--- src/rtl/counter_pkg.sv ---
// Shared constants for the parametrised up/down counter family.
// No logic, no latency.
// No flow control; constants only.
package counter_pkg;

  localparam logic DIR_UP    = 1'b1;
  localparam logic DIR_DOWN  = 1'b0;
  localparam logic MODE_WRAP = 1'b0;
  localparam logic MODE_SAT  = 1'b1;

endpackage

--- src/rtl/counter_next_val.sv ---
// Next-state arithmetic for the up/down counter: step, wrap or saturate.
// Purely combinational, zero latency.
// No backpressure; evaluates every cycle from current count and controls.
module counter_next_val
  import counter_pkg::*;
#(
  parameter int              WIDTH   = 8,
  parameter longint unsigned MAX_VAL = (64'd1 << WIDTH) - 1
) (
  input  logic [WIDTH-1:0] count,
  input  logic             dir,
  input  logic             en,
  input  logic             mode,
  output logic [WIDTH-1:0] next_count,
  output logic             wrap_evt,
  output logic             sat_evt
);

  // One extra bit so the increment cannot overflow before the limit compare
  localparam logic [WIDTH:0] MAX_EXT = (WIDTH+1)'(MAX_VAL);

  logic [WIDTH:0] sum_up;
  logic [WIDTH:0] sum_dn;

  assign sum_up = {1'b0, count} + 1'b1;
  assign sum_dn = {1'b0, count} - 1'b1;

  // Step within 0..MAX_VAL; at a limit either wrap to the other end or hold
  always_comb begin
    next_count = count;
    wrap_evt   = 1'b0;
    sat_evt    = 1'b0;
    if (en) begin
      if (dir == DIR_UP) begin
        if (sum_up <= MAX_EXT) begin
          next_count = sum_up[WIDTH-1:0];
        end else if (mode == MODE_WRAP) begin
          next_count = '0;
          wrap_evt   = 1'b1;
        end else begin
          sat_evt    = 1'b1;
        end
      end else begin
        // Borrow out of the top bit means count was already 0
        if (!sum_dn[WIDTH]) begin
          next_count = sum_dn[WIDTH-1:0];
        end else if (mode == MODE_WRAP) begin
          next_count = MAX_EXT[WIDTH-1:0];
          wrap_evt   = 1'b1;
        end else begin
          sat_evt    = 1'b1;
        end
      end
    end
  end

endmodule

--- src/rtl/counter_updown_param.sv ---
// Parametrised up/down counter with load, wrap/saturate mode and event flags.
// count/wrapped/at_limit update 1 cycle after en/load sampled; tc is combinational.
// No backpressure; accepts a control command on every rising edge.
module counter_updown_param
  import counter_pkg::*;
#(
  parameter int              WIDTH    = 8,
  parameter longint unsigned MAX_VAL  = (64'd1 << WIDTH) - 1,
  parameter bit              SATURATE = 1'b0
) (
  input  logic             clk,
  input  logic             reset,
  input  logic             en,
  input  logic             dir,
  input  logic             load,
  input  logic [WIDTH-1:0] load_val,
  output logic [WIDTH-1:0] count,
  output logic             tc,
  output logic             wrapped,
  output logic             at_limit
);

  localparam logic [WIDTH-1:0] MAX_W = WIDTH'(MAX_VAL);
  localparam logic             MODE  = SATURATE ? MODE_SAT : MODE_WRAP;

  logic [WIDTH-1:0] next_count;
  logic             wrap_evt;
  logic             sat_evt;
  logic [WIDTH-1:0] load_clamped;

  counter_next_val #(
    .WIDTH   (WIDTH),
    .MAX_VAL (MAX_VAL)
  ) u_next (
    .count      (count),
    .dir        (dir),
    .en         (en),
    .mode       (MODE),
    .next_count (next_count),
    .wrap_evt   (wrap_evt),
    .sat_evt    (sat_evt)
  );

  // Loaded values above the modulus are clamped so count never leaves 0..MAX_VAL
  assign load_clamped = (64'(load_val) > MAX_VAL) ? MAX_W : load_val;

  // Load beats counting; with en low the next-value block returns a plain hold
  always_ff @(posedge clk or negedge reset) begin
    if (!reset) begin
      count    <= '0;
      wrapped  <= 1'b0;
      at_limit <= 1'b0;
    end else if (load) begin
      count    <= load_clamped;
      wrapped  <= 1'b0;
      at_limit <= 1'b0;
    end else begin
      count    <= next_count;
      wrapped  <= wrap_evt;
      at_limit <= sat_evt;
    end
  end

  // Terminal count looks at the limit in the currently requested direction
  assign tc = (dir == DIR_UP) ? (count == MAX_W) : (count == '0);

endmodule

--- config.mk ---
export PLATFORM = sky130hd
export DESIGN_NAME = counter_updown_param
export DESIGN_NICKNAME = d
export VERILOG_FILES = /design/src/rtl/counter_pkg.sv /design/src/rtl/counter_next_val.sv /design/src/rtl/counter_updown_param.sv
export SDC_FILE = /design/constraint.sdc
export NUM_CORES = 1
export LEC_CHECK = 0
export CAP_MARGIN = 20
export CORE_MARGIN = 4
export CORE_UTILIZATION = 56
export DETAILED_ROUTE_END_ITERATION = 12
export PLACE_DENSITY = 0.86
export REMOVE_ABC_BUFFERS = 1
export SETUP_SLACK_MARGIN = 0.05
export SYNTH_ARGS = -nofsm -noshare
export SYNTH_HDL_FRONTEND = slang
export SYNTH_HIERARCHICAL = 1
export SYNTH_SLANG_ARGS = --single-unit
--- constraint.sdc ---
create_clock -name clk -period 3.7 [get_ports clk]
set_input_delay 0.74 -clock clk [delete_from_list [all_inputs] [get_ports clk]]
set_output_delay 0.74 -clock clk [all_outputs]
set_load 0.005 [all_outputs]
==> results.md <==
* First-pass GRT wire length at 5754 um
* Compound-gate portion of the synthesized area at 24.42%
* R2r setup slk at 1.00 ns
* Post-synth EDFFs at 0
* Crit end category: output pin
* Port bufs at 23
* Initial Util at 61.32%
* Synth Area per Inst at 7.948 sq um
* Post-synthesis mux area share at 10.49%
* Area of the multi-input gates at 899.6 sq um
* Main combinational cell family by area after synthesis: simple AND/OR/NAND/NOR gates
* Layout net count at 192
* Syn. warnings at 6
* Slew Viols, Final at 0
* RSZ-0062 raised after global routing: false
* Initial antenna violation count at 0
* Inserted Clock Buffers at 3
* Most used flip-flop cell after synthesis: dfrtp_1
* Top cells by area, synth: dfrtp_1 (20%), mux2_4 (9.7%), a21oi_1 (5.2%), nor3_1 (3.6%), o21ai_0 (3.6%)
* HPWL Detailed at 2583 um
* Maximum number of pins on one net before global-route repair at 17
* Initial DRC Count at 99
* Clock transition at path regs at 0.06 ns
* # Max-Cap Violations at 0
* Adder-cell share of the synthesized area at 3.027%
* Reg-to-reg startpoint: count[2]$_DFF_PN0_
* GRT Total Usage at 25.14%
* Share of the synthesized area in the top cell type at 20.18%
* TritonCTS clock tree: done
* Area of the core at 2022 sq um
* Fillers at 165
* I/O pins at 24
* FF-to-FF path depth at 7
* Skew final at 0.003987 ns
* Vias per cell at 6.697
* Vias in the first global route at 1254
* Final hold vios at 0
* Hold_buf cts at 0
* Total power per unit cell area at 292.2 nW/um^2
* Post-Syn Area at 1240 sq um
* Synth Area in Simple Gates at 30.27%
* Die H at 55.06 um
* CTS Root Cell: clkbuf_4
* CP Cell Sequence: clkdlybuf4s50_1 -> buf_4 -> nor2_1 -> nand3_1 -> o31ai_1 -> clkdlybuf4s50_1
* CTS H-Tree Depth at 1
* Routed WL at 3486 um
* Worst Path Required at 2.96 ns
* Antenna Diode Count at 0
* Worst skew pair latency at 0.25 ns
* Final ANT Viol Nets at 0
* Seq cells post-synth at 10
* Chip width at 55.06 um
* CP max FO at 12
* Leakage at 0.5820 nW
* Post-place setup slack at 0.5240 ns
* Slowest CP cell: clkdlybuf4s50_1
* Synth cell types at 46
* Total number of vias at 1346
* Setup tns final at 0 ns
* Worst rel slew slack at 62.36%
* Min-Delay Path Class: in2async
* Critical path class: in2out
* Max incr delay on CP at 0.62 ns
* Sequential-to-total area share from yosys stat at 20.18%
* Status: finished clean
* Final WS setup at 0.5142 ns
* Top cell type by total area after synthesis: dfrtp_1
* Post-CTS setup buffer count at 0
* Arr. time, crit path at 2.45 ns
* Cell mode on critical path: clkdlybuf4s50_1
* Clock sinks at 10
* Wirelength per Cell at 17.34 um
* Most frequent cell after synthesis: a21oi_1
* Async S/R FF share, synth at 100.0%
* Die area at 3031 sq um
* VDD IR max at 0.1799 mV
* Tmin final at 3.186 ns
* Post-CTS sizing at 0
* Grt total ovfl at 0
* Post-synth top cells: a21oi_1 (13), nand2_1 (11), dfrtp_1 (10)
* Post-Syn Instances at 156
* TritonRoute pass-1 iters at 4
* Reg area at 250.2 sq um
* Setup violations, final at 0
* CP startpoint kind: input pin
* Least-Margin Pin Slew at 0.5646 ns
* Final Cycle Share at 86.10%
* Row cnt at 16
* Worst R2R End: count[1]$_DFF_PN0_
* # DRC at 0
* Layout cells sized above 1 at 10.34%
* Fmax at 313.9 MHz
* Post-synthesis xor/xnor area fraction at 3.431%
* CTS Buffer Depth at 2
* Routability congestion estimate at 0.9020
* Synth-to-layout area growth at 19.17%
cells by family (layout without fill, tap and decap cells):
group | Yosys count | count (layout)
XOR/XNOR | 4 | 4
multiplexers | 9 | 9
AO/OA/AOI/OAI | 47 | 47
flip-flops | 10 | 10
other | 1 | 3
buffers and inverters | 18 | 34
adder cells (fa/ha/maj) | 3 | 3
AND/OR/NAND/NOR | 64 | 64
final cells by class:
| type | count | area share, % |
|---|---|---|
| tap | 27 | 2.286 |
| inverter | 5 | 1.270 |
| clock buffer | 3 | 1.524 |
| multi-input combinational | 130 | 60.88 |
| sequential | 10 | 16.93 |
| timing repair buffer | 26 | 17.10 |
where the power goes:
part | switching (W) | total (W) | internal [W]
Clock | 0.0000295 | 0.0000666 | 0.0000371
Sequential | 0.0000388 | 0.000159 | 0.000121
Combinational | 0.000101 | 0.000206 | 0.000105
layer usage:
metal / up-vias / part of all wire, % / track usage [%]
li1: 619 / - / -
met1: 628 / 42 / 34.47
met2: 92 / 47 / 42.13
met3: 7 / 8.9 / 2.413
met4: 0 / 1.4 / 6.073
met5: - / 0 / 0
critical path: cells and delay by family:
family                 cells  cell delay (ns)
buffers and inverters      3             1.43
AO/OA/AOI/OAI              1             0.08
AND/OR/NAND/NOR            2             0.18
per-stage QoR:
stage	std cells	hold slack [ns]	instance area [sq um]	util, %	power, W
final	201	0.7876	1478	73.08	0.0004318
after global routing	201	0.8345	1478	73.08	0.0004583
after CTS	201	0.7933	1478	73.08	0.0004292
after detailed placement	198	0.8756	1455	71.97	0.0003613
after global placement	198	0.8529	1455	71.97	0.0003542
after floorplan	145	0.4444	1169	-	0.0002737
worst max-delay path by stage:
stage | start | endpoint | slack (ns) | cells past startpoint
after detailed placement | dir | tc | 0.52 | 6
after CTS | dir | tc | 0.52 | 6
after global placement | dir | tc | 0.56 | 4
final | dir | tc | 0.51 | 6
after floorplan | count[0]$_DFF_PN0_ | count[1]$_DFF_PN0_ | 1.13 | 9
after global routing | dir | tc | 0.37 | 4
cell usage in the layout (no fill, tap or decap), types with 4 or more instances in the layout:
master,count
nor3_1,9
mux2_4,8
a21oi_1,13
nor2_1,9
dfrtp_1,10
and3_1,5
nand3_1,6
nor2b_1,6
nand2_1,11
o21ai_0,9
nand4_1,4
inv_1,5
nand3b_1,4
o31ai_1,4
clkdlybuf4s50_1,23
sequential cells by signal (all words and copies together) (netlist names):
name,count
count,8
at_limit,1
wrapped,1
(Power assumes the default switching activity.)
